File: src/rtl/regfile_pkg.sv
// Shared types and helpers for the multi-read-port MIPS register file.
package regfile_pkg;

  localparam int unsigned RF_INIT_W   = 64;
  localparam int unsigned RF_DROP_W   = 16;
  localparam logic [RF_DROP_W-1:0] RF_DROP_MAX = 16'hFFFF;

  typedef enum logic {
    RF_INIT  = 1'b0,
    RF_READY = 1'b1
  } rf_state_t;

  // Reset contents of entry idx; caller truncates to its data width. Entry 0 is always zero.
  function automatic logic [RF_INIT_W-1:0] init_value(input int unsigned idx,
                                                       input int unsigned pattern);
    logic [RF_INIT_W-1:0] v;
    v = '0;
    if (pattern == 1 && idx != 0 && (4 * idx) < RF_INIT_W) begin
      v = RF_INIT_W'(1) << (4 * idx);
    end
    return v;
  endfunction

endpackage

File: src/rtl/rf_read_port.sv
// One registered read port: address mux, R0 zeroing, write bypass, clear while initialising.
module rf_read_port
  import regfile_pkg::*;
#(
  parameter int unsigned W           = 24,
  parameter int unsigned DEPTH       = 8,
  parameter int unsigned WRITE_FIRST = 1,
  localparam int unsigned AW         = $clog2(DEPTH)
) (
  input  logic          clk,
  input  logic          rst,
  input  logic          ready_i,
  input  logic [AW-1:0] rd_addr_i,
  input  logic [W-1:0]  mem_i [DEPTH],
  input  logic          wr_en_i,
  input  logic [AW-1:0] wr_addr_i,
  input  logic [W-1:0]  wr_data_i,
  output logic [W-1:0]  rd_data_o
);

  logic [W-1:0] rd_data_d;
  logic [W-1:0] rd_data_q;

  // wr_en_i already excludes R0, so a bypass hit never targets R0.
  always_comb begin
    rd_data_d = '0;
    if (ready_i && rd_addr_i != '0) begin
      if (WRITE_FIRST != 0 && wr_en_i && wr_addr_i == rd_addr_i) begin
        rd_data_d = wr_data_i;
      end else begin
        rd_data_d = mem_i[rd_addr_i];
      end
    end
  end

  always_ff @(posedge clk) begin
    if (rst) begin
      rd_data_q <= '0;
    end else begin
      rd_data_q <= rd_data_d;
    end
  end

  assign rd_data_o = rd_data_q;

endmodule

File: src/rtl/register_file_mp.sv
// Multi-read-port register file with hardwired-zero R0, sequential reset-content loader
// and a saturating counter of writes aimed at R0.
module register_file_mp
  import regfile_pkg::*;
#(
  parameter int unsigned W            = 24,
  parameter int unsigned DEPTH        = 8,
  parameter int unsigned NRD          = 2,
  parameter int unsigned WRITE_FIRST  = 1,
  parameter int unsigned INIT_PATTERN = 1,
  localparam int unsigned AW          = $clog2(DEPTH)
) (
  input  logic                 clk,
  input  logic                 rst,
  input  logic [NRD*AW-1:0]    Rr,
  input  logic [AW-1:0]        Rw,
  input  logic                 enWrite,
  input  logic [W-1:0]         BusW,
  output logic [NRD*W-1:0]     BusR,
  output logic                 busy,
  output logic [RF_DROP_W-1:0] r0_drops
);

  rf_state_t             state_q, state_d;
  logic [AW-1:0]         idx_q, idx_d;
  logic                  busy_q;
  logic [RF_DROP_W-1:0]  drops_q;
  logic [W-1:0]          mem_q [DEPTH];

  logic                  init_we_c;
  logic                  wr_ok_c;
  logic                  drop_c;
  logic                  ready_c;

  // State register; busy tracks the state being entered.
  always_ff @(posedge clk) begin
    if (rst) begin
      state_q <= RF_INIT;
      idx_q   <= '0;
      busy_q  <= 1'b1;
    end else begin
      state_q <= state_d;
      idx_q   <= idx_d;
      busy_q  <= (state_d == RF_INIT);
    end
  end

  always_comb begin
    state_d = state_q;
    idx_d   = idx_q;
    case (state_q)
      RF_INIT: begin
        idx_d = idx_q + AW'(1);
        if (idx_q == AW'(DEPTH - 1)) begin
          state_d = RF_READY;
        end
      end
      RF_READY: state_d = RF_READY;
      default:  state_d = RF_INIT;
    endcase
  end

  always_comb begin
    ready_c   = (state_q == RF_READY);
    init_we_c = (state_q == RF_INIT);
    wr_ok_c   = ready_c && enWrite && (Rw != '0);
    drop_c    = ready_c && enWrite && (Rw == '0);
  end

  // Init loader and user writes share the single write port; storage is not reset.
  always_ff @(posedge clk) begin
    if (!rst) begin
      if (init_we_c) begin
        mem_q[idx_q] <= W'(init_value(int'(idx_q), INIT_PATTERN));
      end else if (wr_ok_c) begin
        mem_q[Rw] <= BusW;
      end
    end
  end

  always_ff @(posedge clk) begin
    if (rst) begin
      drops_q <= '0;
    end else if (drop_c && drops_q != RF_DROP_MAX) begin
      drops_q <= drops_q + RF_DROP_W'(1);
    end
  end

  for (genvar k = 0; k < NRD; k++) begin : g_rd
    rf_read_port #(
      .W           (W),
      .DEPTH       (DEPTH),
      .WRITE_FIRST (WRITE_FIRST)
    ) u_rd (
      .clk       (clk),
      .rst       (rst),
      .ready_i   (ready_c),
      .rd_addr_i (Rr[k*AW +: AW]),
      .mem_i     (mem_q),
      .wr_en_i   (wr_ok_c),
      .wr_addr_i (Rw),
      .wr_data_i (BusW),
      .rd_data_o (BusR[k*W +: W])
    );
  end

  assign busy     = busy_q;
  assign r0_drops = drops_q;

endmodule
File: config.mk
export PLATFORM = sky130hd
export DESIGN_NAME = register_file_mp
export DESIGN_NICKNAME = d
export VERILOG_FILES = /design/src/rtl/regfile_pkg.sv /design/src/rtl/rf_read_port.sv /design/src/rtl/register_file_mp.sv
export SDC_FILE = /design/constraint.sdc
export NUM_CORES = 1
export LEC_CHECK = 0
export ABC_AREA = 0
export CELL_PAD_IN_SITES_DETAIL_PLACEMENT = 0
export CELL_PAD_IN_SITES_GLOBAL_PLACEMENT = 2
export CORE_ASPECT_RATIO = 0.75
export CORE_UTILIZATION = 37
export DETAILED_ROUTE_END_ITERATION = 7
export PLACE_DENSITY = 0.74
export RECOVER_POWER = 100
export SYNTH_ARGS = -nofsm -noshare
export SYNTH_HDL_FRONTEND = slang
export SYNTH_SLANG_ARGS = --single-unit
File: constraint.sdc
create_clock -name clk -period 2.5 [get_ports clk]
set_input_delay 0.25 -clock clk [delete_from_list [all_inputs] [get_ports clk]]
set_output_delay 0.25 -clock clk [all_outputs]
set_load 0.01 [all_outputs]
; Word level (Yosys, flattened, before mapping)
; Cells that the tools add are included.
[word_totals]
mem_bits_rw = 0
ff_bits = 261
romBits = 0
output_inout_bits = 65
word_cells = 76
latchBits = 0
in_bits = 36
memories = 0
[classes]
n_lt_le_gt_ge = 6
eq_ne = 5
div = 0
shifts = 1
n_mux = 21
n_bitwise = 9
addsub = 2
n_reduce_logical = 18
mul = 0
[ops]
columns = operator, count
row1 = $bwmux W192, 2
row2 = $mux W192, 2
row3 = $mux W24, 11
row4 = $bmux W24 S3, 2
row5 = $demux W24 S3, 2
row6 = $shl A1 B5 Y24 const A, 1
row7 = $add A16 B1 Y16 const B, 1
row8 = $ge A4 B4 Y1 const B, 4
row9 = $ne A16 B16 Y1 const B, 1
row10 = $not A3 Y4, 4
row11 = $reduce_bool A3 Y1, 4
row12 = $logic_and A1 B1 Y1, 10
row13 = $lt A4 B1 Y1 const B, 2
row14 = $eq A3 B3 Y1, 2
row15 = $not A1 Y1, 5
row16 = $reduce_or A2 Y1, 2
row17 = $add A3 B1 Y3 const B, 1
row18 = $eq A3 B3 Y1 const B, 1
row19 = $logic_not A3 Y1, 1
row20 = $ne A2 B1 Y1 const B, 1
row21 = $pmux W1 S2, 1
row22 = $reduce_and A2 Y1, 1
row23 = $mux W1, 1

; Logic depth before layout (Yosys ltp)
[logic_depth]
ltp_word = 8
depth_mapped = 8
depth_no_buf = 6

; Hierarchy
; Synthesis repeated with hierarchy kept, for this count alone.
[hier_totals]
hier_cells = 948
hier_area_um2 = 13013.7
[by_module_without_submodules]
columns = module, instances, area_each_um2, cells_each, seq_area_each_um2
row1 = register_file_mp, 1, 8191.6, 604, 6185.9
row2 = rf_read_port, 2, 2411.1, 172, 480.5

; Worst setup path before layout
; OpenSTA, ideal clock, no wires.
[synth_timing]
kind = input -> register
from = input port Rw[2]
to = register mem_q[120] (netlist name), enable pin
t_required_ns = 2.095
stages = 5
path_buffers = 2
setup_slack_ns = -0.235
setup_ns = 0.405
arrival_ns = 2.330
cell_sequence = clkbuf_1 > or3b_2 > clkbuf_1 > mux2_2 > nor2_1
[synth_between]
elab_chain_cells = 4
[synth_rtl]
columns = item, line
row1 = "start, declared", register_file_mp.sv:16  ; input logic [AW-1:0] Rw,
row2 = $reduce_bool A3 Y1, register_file_mp.sv:66  ; wr_ok_c = ready_c && enWrite && (Rw != '0);
row3 = $logic_and A1 B1 Y1, register_file_mp.sv:66
row4 = $ne A2 B1 Y1 (no source line), -
row5 = $reduce_and A2 Y1 (no source line), -
row6 = "end signal, assigned by index", register_file_mp.sv:74  ; mem_q[idx_q] <= W'(init_value(int'(idx_q), INIT_PATTERN));
row7 = "end signal, assigned by index", register_file_mp.sv:76  ; mem_q[Rw] <= BusW;
row8 = "end, declared", register_file_mp.sv:28  ; logic [W-1:0] mem_q [DEPTH];
; Every way passes these cells.
; A chain may end at the register's enable or synchronous reset.

; Worst setup path after layout
[layout_timing]
from = register state_q (netlist: ready_c)
to = register mem_q[181] (netlist name), enable pin
[layout_between]
elab_chain_cells = 4
[layout_rtl]
columns = item, line
row1 = "start, declared", register_file_mp.sv:24  ; rf_state_t state_q, state_d;
row2 = "start signal, assigned", register_file_mp.sv:42  ; state_q <= state_d;
row3 = $logic_and A1 B1 Y1 (2 in series), register_file_mp.sv:66
row4 = $ne A2 B1 Y1 (no source line) *, -
row5 = $reduce_and A2 Y1 (no source line) *, -
; Mark *: on every way between the ends. The rest lies on a longest branch, timed or not.

==> summary.txt <==
Placement
  • Setup WS pre-CTS: ~0.028 ns
  • Port buffer count: 100
  • Placer Congestion: roughly 0.81
  • HPWL Detailed: 22,300 µm

Clock tree
  • CTS Sinks: about 260
  • Post-CTS sizing: 0
  • CTS clk-pin slew, worst paths: 0.06 ns
  • TritonCTS clock tree: yes
  • Hold Buf Count CTS: 0
  • Clock latency on the worst-skew pair: ~0.56 ns
  • H-tree levels: 1
  • Total CTS buffers: 29
  • Clock Root Buffer: clkbuf_16
  • CTS max path bufs: 3
  • Post-CTS Setup Repair Bufs: 0

Min path
  • Worst Hold End: g_rd[1].u_rd.rd_data_o[12]
  • Hold Startpoint: Rr[5]
  • Worst hold path class: in -> reg
  • Hold path depth: 3

Yosys
  • Mux contribution to synthesized area: a little over a fifth
  • Most frequent cells after synthesis: nor2_1 (214), edfxtp_1 (192), mux4_2 (96)
  • Net Count, Synth: 992
  • Cell area after synthesis: approximately 0.013 mm²
  • Main combinational cell family by area after synthesis: multiplexers
  • Yosys warning total: 0
  • Post-synthesis simple-gate area fraction: between 10% and 20%
  • Cell count after synthesis: ~950
  • XOR/XNOR Fraction of Synth Area: 0.487%
  • Synth area leaders: edfxtp_1 (46%), mux4_2 (17%), dfxtp_1 (11%)
  • Top_reg_cell synth: edfxtp_1
  • Synth Area in Compound Gates: between 5 and 6%
  • Number of flops mapped to enable cells by yosys: around 190
  • Syn Area/Cell: 13.3 µm²
  • Post-synth top area share: 45.8%
  • Area leader, netlist: edfxtp_1
  • Top-count cell post-synth: nor2_1
  • #FFs+latches synth: about 260
  • Synth async-reset ratio: 0%
  • Synth cell types: 44
  • Seq/Total Area, Yosys: a little under three fifths
  • Post-Synth Adder-Cell Area: less than 1%

Drt
  • DRC: 0
  • DR iter-0 viols: between 700 and 800
  • DR vias/cell: 5.60
  • Via count: about 8,500
  • WL/cell: roughly 24 µm
  • Final ANT Viol Nets: 0
  • Routed wire length: between 30,000 and 40,000 µm
  • DR pass1 iterations: 5

Floorplanning
  • Initial Utilization: between 30% and 40%
  • IO Pins: about 100
  • Row cnt: 58
  • Full die area: between 0.03 and 0.04 mm²
  • Die W: roughly 210 µm
  • Core footprint: around 0.034 mm²
  • Chip Height: 162 µm

Critical path
  • Worst R2R Setup Slack: about 0.26 ns
  • R2r worst-path depth: 5
  • CP Capture Type: flip-flop
  • Worst-path fanout max: 24
  • CP Launch Type: flip-flop
  • Capturing point of the worst reg2reg path: mem_q[181]
  • Crit path DAT: ~2.4 ns
  • Critical Path RT: 2.69 ns
  • Worst reg2reg startpoint: ready_c
  • Critical path type: reg -> reg

Global routing
  • Vias in the first global route: roughly 8,600
  • First-pass GRT wire length: roughly 56,000 µm
  • Largest net degree at the start of global routing: 50
  • Initial antenna violation count: 0
  • Gr busiest metal: met1
  • Met2 Track Usage GR: about a third
  • GRT Util Overall: a little over a fifth
  • GRT met1 Usage: approximately 33%
  • Overflow after GRT: 0
  • M3 GR Usage: 3.82%

Finish
  • Layout cells sized above 1: between 10% and 20%
  • Layout fillers: a little over 3,000
  • Nets: about 1,100
  • Antenna diode count: 0
  • Area growth, synth to finish: 20.8%

Pwr
  • Switch share: a little under a quarter
  • Lkg Pwr: between 5 and 6 nW
  • VDD IR-drop max: between 400 and 500 µV
  • Cell area power density: between 600 and 700 mW/mm²
  • P_sw: ~2.3 mW
  • Cell-internal power: roughly 7.5 mW
  • Clock power frac: about 44%
  • Flop pwr share: just under 50%
  • Combinational share of power: between 8 and 9%

STA
  • Final period util: between 80% and 90%
  • TNS Setup: 0 ns
  • Worst Tran Pin Value: around 1.3 ns
  • Slew margin rel.: approximately 16%
  • Unrepaired setup endpoints after global routing: no
  • Setup violations, final: 0
  • Final hold vios: 0
  • Fmax: around 450 MHz
  • Tmin final: ~2.2 ns
  • Clock Skew: slightly above 0.008 ns
  • Worst Slack Setup Final: approximately 0.26 ns
  • Final slew viol count: 0

Run status
  • Outcome: finished, final reports clean

Job
  • Max-cap violations: 0
==> stage by stage <==
step | power (mW) | instance area, µm² | util [%] | hold slack (ns) | cells
3_5_place_dp | 5.67 | 14300 | 42.8 | 0.509 | 1463
5_1_grt | 10.1 | 15200 | 45.3 | 0.357 | 1517
4_1_cts | 9.92 | 15300 | 45.6 | 0.308 | 1517
2_1_floorplan | 5.34 | 12600 | - | 0.426 | 949
3_3_place_gp | 5.67 | 14300 | 42.8 | 0.506 | 1463
6_report | 9.84 | 15200 | 45.3 | 0.333 | 1517
==> sequential cells by signal, indices dropped and copies added, names as in the netlist <==
signal               flops
busy                     1
idx_q                    3
g_rd.u_rd.rd_data_o     48
ready_c                  1
r0_drops                16
mem_q                  192
==> critical path, stage by stage (launching register included) <==
cell	delay (ns)
dfxtp_2	0.46
clkbuf_1	0.31
nor2_1	0.24
nand3_1	0.21
nor2_2	0.13
clkbuf_4	0.49
==> power groups by stage <==
stage          clock network, mW  registers (mW)  logic [mW]
4_1_cts                     4.33            4.76       0.824
6_report                    4.28            4.76       0.804
3_5_place_dp                   0            4.85       0.821
3_3_place_gp                   0            4.85       0.822
2_1_floorplan                  0            4.83       0.510
5_1_grt                     4.51            4.77       0.856
==> routing by layer <==
layer / routed length (µm) / vias up
met5: 0 / -
met4: 622 / 0
met3: 2980 / 43
met2: 16000 / 339
met1: 17400 / 4276
li1: - / 3832
==> worst max-delay path by stage <==
stage | start | slack, ns | to
global route | ready_c | 0.14 | mem_q[176]
global placement | Rw[0] | 0.04 | r0_drops[15]
floorplan | Rw[2] | 0.16 | mem_q[120]
finish | ready_c | 0.26 | mem_q[181]
detailed placement | Rw[0] | 0.03 | r0_drops[11]
CTS | ready_c | 0.37 | r0_drops[11]
==> cell usage in the layout (no fill, tap or decap), types with 3 or more instances in the layout <==
cell type,count
mux2i_1,49
clkinvlp_4,4
o22ai_1,19
nor2b_1,4
clkbuf_16,29
or3_1,6
clkbuf_8,5
mux4_2,96
clkbuf_1,10
ha_1,7
o41ai_1,3
clkdlybuf4s50_1,28
clkbuf_2,9
dfxtp_1,68
nand2_1,36
edfxtp_1,192
o21ai_0,7
or2_2,4
dlygate4sd3_1,66
nor2_1,213
nand4_1,8
and2_1,12
xnor2_1,6
mux2_2,6
or4_1,8
o31ai_1,6
clkinv_1,4
a211oi_1,48
buf_4,15
buf_12,13
and2_0,9
a21oi_1,12
inv_1,8
buf_2,4
clkinv_2,5
nand3_1,15
==> kinds of logic after synthesis <==
kind of cell	Yosys count
adders and majority gates	7
AOI/OAI and AO/OA	107
muxes	153
xor gates and xnor gates	7
and+or+nand+nor	328
DFF	261
buffers and inverters	86
==> layout make-up <==
type | count | area [µm²] | area share (%)
repair buffers | 142 | 1410 | 9.27
inverters | 8 | 30.0 | 0.198
well taps | 450 | 563 | 3.70
clock inverters | 16 | 139 | 0.914
flip-flops and latches | 261 | 7150 | 47.0
multi-input cells | 602 | 5100 | 33.6
clock buffers | 38 | 810 | 5.33
Note: power is estimated with default switching activity, not from simulation.
